## config.mk

```make
export PLATFORM = sky130hd
export DESIGN_NAME = pulse_stretch
export DESIGN_NICKNAME = d
export VERILOG_FILES = /design/src/rtl/rhythm_pkg.sv /design/src/rtl/pulse_stretch.sv
export SDC_FILE = /design/constraint.sdc
export NUM_CORES = 1
export LEC_CHECK = 0
export ABC_AREA = 1
export BUFFER_PORTS_ARGS = -buffer_cell sky130_fd_sc_hd__buf_2
export CAP_MARGIN = 20
export CORE_ASPECT_RATIO = 0.75
export CORE_UTILIZATION = 38
export DETAILED_ROUTE_END_ITERATION = 8
export GPL_TIMING_DRIVEN = 0
export SLEW_MARGIN = 10
export SYNTH_ARGS = -nofsm -noshare
export SYNTH_HDL_FRONTEND = slang
export SYNTH_SLANG_ARGS = --single-unit
```

## constraint.sdc

```tcl
create_clock -name i_Clk -period 4.85 [get_ports i_Clk]
set_clock_uncertainty 0.15 [all_clocks]
set_input_delay 1.2125 -clock i_Clk [delete_from_list [all_inputs] [get_ports i_Clk]]
set_output_delay 1.2125 -clock i_Clk [all_outputs]
set_load 0.005 [all_outputs]
```

## src/rtl/rhythm_pkg.sv

```systemverilog
// rhythm_pkg: shared state encodings, default timing constants and counter sizing helper.
package rhythm_pkg;

    typedef enum logic [1:0] {
        S_IDLE = 2'd0,
        S_ON   = 2'd1,
        S_GAP  = 2'd2
    } state_t;

    localparam int ON_MAX_DEF    = 5_000_000;
    localparam int GAP_MAX_DEF   = 2_500_000;
    localparam int QUEUE_MAX_DEF = 7;

    // Width of a counter that must reach max(a, b) - 1; never narrower than 1 bit.
    function automatic int cnt_width(input int a, input int b);
        int m;
        m = (a > b) ? a : b;
        return (m > 1) ? $clog2(m) : 1;
    endfunction

endpackage

```

## src/rtl/pulse_stretch.sv

```systemverilog
// pulse_stretch: stretches 1-clock events into ON_MAX-long high windows separated by GAP_MAX-long
// low gaps, queueing up to QUEUE_MAX events that arrive while a window or gap is in progress.
module pulse_stretch
    import rhythm_pkg::*;
#(
    parameter int ON_MAX    = ON_MAX_DEF,
    parameter int GAP_MAX   = GAP_MAX_DEF,
    parameter int QUEUE_MAX = QUEUE_MAX_DEF
) (
    input  logic       i_Clk,
    input  logic       i_Rst,
    input  logic       i_fPulse,
    output logic       o_Out,
    output logic       o_Busy,
    output logic [2:0] o_Pending,
    output logic       o_Drop
);

    localparam int CW = cnt_width(ON_MAX, GAP_MAX);

    state_t        state_q, state_d;
    logic [CW-1:0] cnt_q, cnt_d;
    logic [2:0]    pend_q, pend_d;
    logic          drop_q, drop_d;
    logic          on_end, gap_end, final_gap, legal;

    assign on_end    = cnt_q == CW'(ON_MAX - 1);
    assign gap_end   = cnt_q == CW'(GAP_MAX - 1);
    assign final_gap = (state_q == S_GAP) && gap_end;
    assign legal     = state_q inside {S_IDLE, S_ON, S_GAP};

    always_comb begin
        state_d = S_IDLE;
        cnt_d   = '0;
        case (state_q)
            S_IDLE: state_d = i_fPulse ? S_ON : S_IDLE;
            S_ON: begin
                state_d = on_end ? S_GAP : S_ON;
                cnt_d   = on_end ? '0 : cnt_q + CW'(1);
            end
            S_GAP: begin
                state_d = !gap_end ? S_GAP : ((pend_q != 3'd0 || i_fPulse) ? S_ON : S_IDLE);
                cnt_d   = gap_end ? '0 : cnt_q + CW'(1);
            end
            default: ;
        endcase
    end

    always_ff @(posedge i_Clk or posedge i_Rst) begin
        if (i_Rst) begin
            state_q <= S_IDLE;
            cnt_q   <= '0;
        end else begin
            state_q <= state_d;
            cnt_q   <= cnt_d;
        end
    end

    // A pulse in the last gap cycle either starts the next window directly (empty queue)
    // or replaces the queued event being consumed, so the count does not move.
    always_comb begin
        pend_d = pend_q;
        drop_d = 1'b0;
        if (!legal)
            pend_d = '0;
        else if (final_gap)
            pend_d = (pend_q != 3'd0 && !i_fPulse) ? pend_q - 3'd1 : pend_q;
        else if (state_q != S_IDLE && i_fPulse) begin
            if (pend_q < 3'(QUEUE_MAX))
                pend_d = pend_q + 3'd1;
            else
                drop_d = 1'b1;
        end
    end

    always_ff @(posedge i_Clk or posedge i_Rst) begin
        if (i_Rst) begin
            pend_q <= '0;
            drop_q <= 1'b0;
        end else begin
            pend_q <= pend_d;
            drop_q <= drop_d;
        end
    end

    assign o_Out     = state_q == S_ON;
    assign o_Busy    = state_q != S_IDLE;
    assign o_Pending = pend_q;
    assign o_Drop    = drop_q;

endmodule

```

==> run_results.csv <==
group,metric,value,unit
die,io_pins,9,
cells_and_area,nNetsFinal,283,
sta,hold_viol,0,
yosys,synth-xor-area-share,4.923,%
outcome,status,"finished clean",
yosys,synth_top_cell_area_share,37.08,%
cells_and_area,layout-drive-gt1-share,17.15,%
die,start_util,39.72,%
worst_setup_path,required,3.49,ns
yosys,synth_edf_count,0,
yosys,synth_cell_types,29,
die,dieHeight,64.15,µm
yosys,synth_top_family_by_area,"simple AND/OR/NAND/NOR gates",
yosys,synthAdderAreaFrac,3.836,%
hold_path,hold_class,"reg -> reg",
routing,drt_iter0_markers,126,
routing,wl_per_cell,13.28,µm
power_and_ir_drop,p_leak,0.9937,nW
placed_design,port_buffers,8,
power_and_ir_drop,pwr_density_cell,254.8,nW/µm²
routing,vias,1667,
worst_setup_path,r2r-end,"o_Pending[2]",
cells_and_area,antenna_cells,0,
worst_setup_path,reg2reg_depth,15,
clock_tree,cts.clk_slew.worst_paths,0.06,ns
routing,drt-total-wl,4437,µm
clock_tree,clock_path_buffers,2,
worst_setup_path,cp-start-kind,"flop",
sta,slew_violations,0,
global_route,grt_first_pass_wirelength,7458,µm
sta,setup_tns,0,ns
placed_design,place_congestion,0.9571,
yosys,syn-cell-area,1957,µm²
clock_tree,cts_buffers,5,
routing,antenna_left,0,
yosys,yosys_register_bits,29,
clock_tree,cts_tree,"done",
sta,max_freq,403.5,MHz
clock_tree,htree_num_levels,2,
yosys,synth_flop_cell,"dfrtp_1",
global_route,overflow,0,
sta,finalCritPeriodShare,51.10,%
yosys,postSynthCellCount,258,
yosys,seq_area_frac_synth,37.08,%
yosys,synth.area.top_cells,"dfrtp_1 (37%), nand2_1 (9.8%), nor2_1 (9.0%), inv_1 (6.7%), ha_1 (3.8%)",
yosys,synthSimpleGateAreaFrac,41.37,%
clock_tree,root_buffer,"clkbuf_8",
die,fp.dieW,84.86,µm
run,cap_violations,0,
sta,timing.final.ws_setup,2.372,ns
yosys,ys_async_sr_fraction,100.0,%
sta,period_needed,2.478,ns
routing,drc,0,
worst_setup_path,crit_type,"reg -> out",
power_and_ir_drop,p_total,0.5538,mW
die,core_area,4927,µm²
die,dieArea,5443,µm²
yosys,syn_area_per_cell,7.585,µm²
yosys,muxShareOfSynthArea,0,%
placed_design,pre_cts_ws,2.579,ns
hold_path,hold_end,"cnt_q[0]",
global_route,track_usage,18.35,%
yosys,ys_warn_count,0,
power_and_ir_drop,ir_worst_vdd,0.1503,mV
worst_setup_path,critPathArrivalTime,1.12,ns
cells_and_area,area_growth,11.06,%
die,rows,22,
cells_and_area,final_core_util,44.11,%
cells_and_area,final_cell_mix,"nand2_1 (51), nor2_1 (47), inv_1 (35)",
cells_and_area,final_common_cell,"nand2_1",
clock_tree,cts_resized,0,
placed_design,hpwl,3568,µm
yosys,synth_top_cell_by_area,"dfrtp_1",
worst_setup_path,r2r_slack,2.58,ns
global_route,grt_pass1_vias,1559,
worst_setup_path,crit_path_end_kind,"output pin",
worst_setup_path,r2r-start,"cnt_q[0]",
worst_setup_path,worstPathMaxFanout,4,
clock_tree,cts_num_sinks,29,
clock_tree,ctsHoldBuffers,0,
yosys,synth_compound_area_share,3.964,%
hold_path,min_path_cells,1,
routing,dr.pass1.iters,4,
global_route,antenna_found_initial,0,
clock_tree,cts_post_setup_buffers_inserted,0,
global_route,grt_max_degree,18,
hold_path,min_from,"cnt_q[0]",
clock_tree,clock_latency,0.28,ns
sta,setup_viol,0,
sta,tightest_slew,0.6583,ns
routing,vias_per_cell,4.991,
worst_setup_path,crit_start,"state_q[1]",
sta,max_slew_margin,56.07,%
sta,rsz0062_at_grt,"false",
yosys,syn_nets,267,
[cell type report]
cell class	count	area, µm²
plain buffers	2	26.28
clock buffers	7	86.33
fillers	515	2754
inverters	39	146.4
multi-input cells	188	1059
flip-flops and latches	29	725.7
well taps	60	75.07
repair buffers	9	55.05
[worst max path at each step]
stage,to,slack [ns]
3_5_place_dp,o_Pending[2],2.58
5_1_grt,o_Out,2.29
3_3_place_gp,cnt_q[16],2.41
6_report,o_Out,2.37
4_1_cts,o_Out,2.36
2_1_floorplan,o_Busy,2.81
[through the flow]
step	hold WS (ns)	cells	instance area, µm²
4_1_cts	0.3389	334	2173
5_1_grt	0.3595	334	2173
3_5_place_dp	0.3272	327	2087
6_report	0.3331	334	2173
2_1_floorplan	0.2989	258	1957
3_3_place_gp	0.3234	326	2072
[registers in the layout (all words and copies together) (netlist names)]
name,flops
cnt_q,23
state_q,2
o_Pending,3
o_Drop,1
[metal layers]
metal | track usage (%) | wire length (µm)
met3 | 4.264 | 248
met1 | 27.13 | 2390
met4 | 7.627 | 77
met5 | 0 | 0
met2 | 25.41 | 1721
[Yosys cell counts (3+ instances only)]
master and count:
ha_1 6, a21oi_1 3, xnor2_1 3, nand4_1 7, nand3_2 4, nor2_2 6
xor2_1 8, nor3_1 11, nor3_2 6, o21ai_0 6, nand2_1 51, nand2_2 4
nor2_1 47, nand3_1 14, dfrtp_1 29, inv_1 35
[worst max-delay path, cell delays in order (launching register included)]
cell     delay [ns]
dfrtp_1        0.39
inv_1          0.08
ha_1           0.22
buf_2          0.14
[kinds of logic after synthesis]
kind of cell	count (synthesis)
buffers and inverters	41
and+or+nand+nor	158
DFF	29
adders and majority gates	6
xor gates and xnor gates	11
AOI/OAI and AO/OA	13
[power breakdown]
part | switching (mW) | leakage (nW) | internal [mW]
logic | 0.0503 | 0.569 | 0.0340
registers | 0.0149 | 0.380 | 0.255
clock network | 0.0876 | 0.0443 | 0.112
No activity file was read; power rests on OpenSTA's default activity.
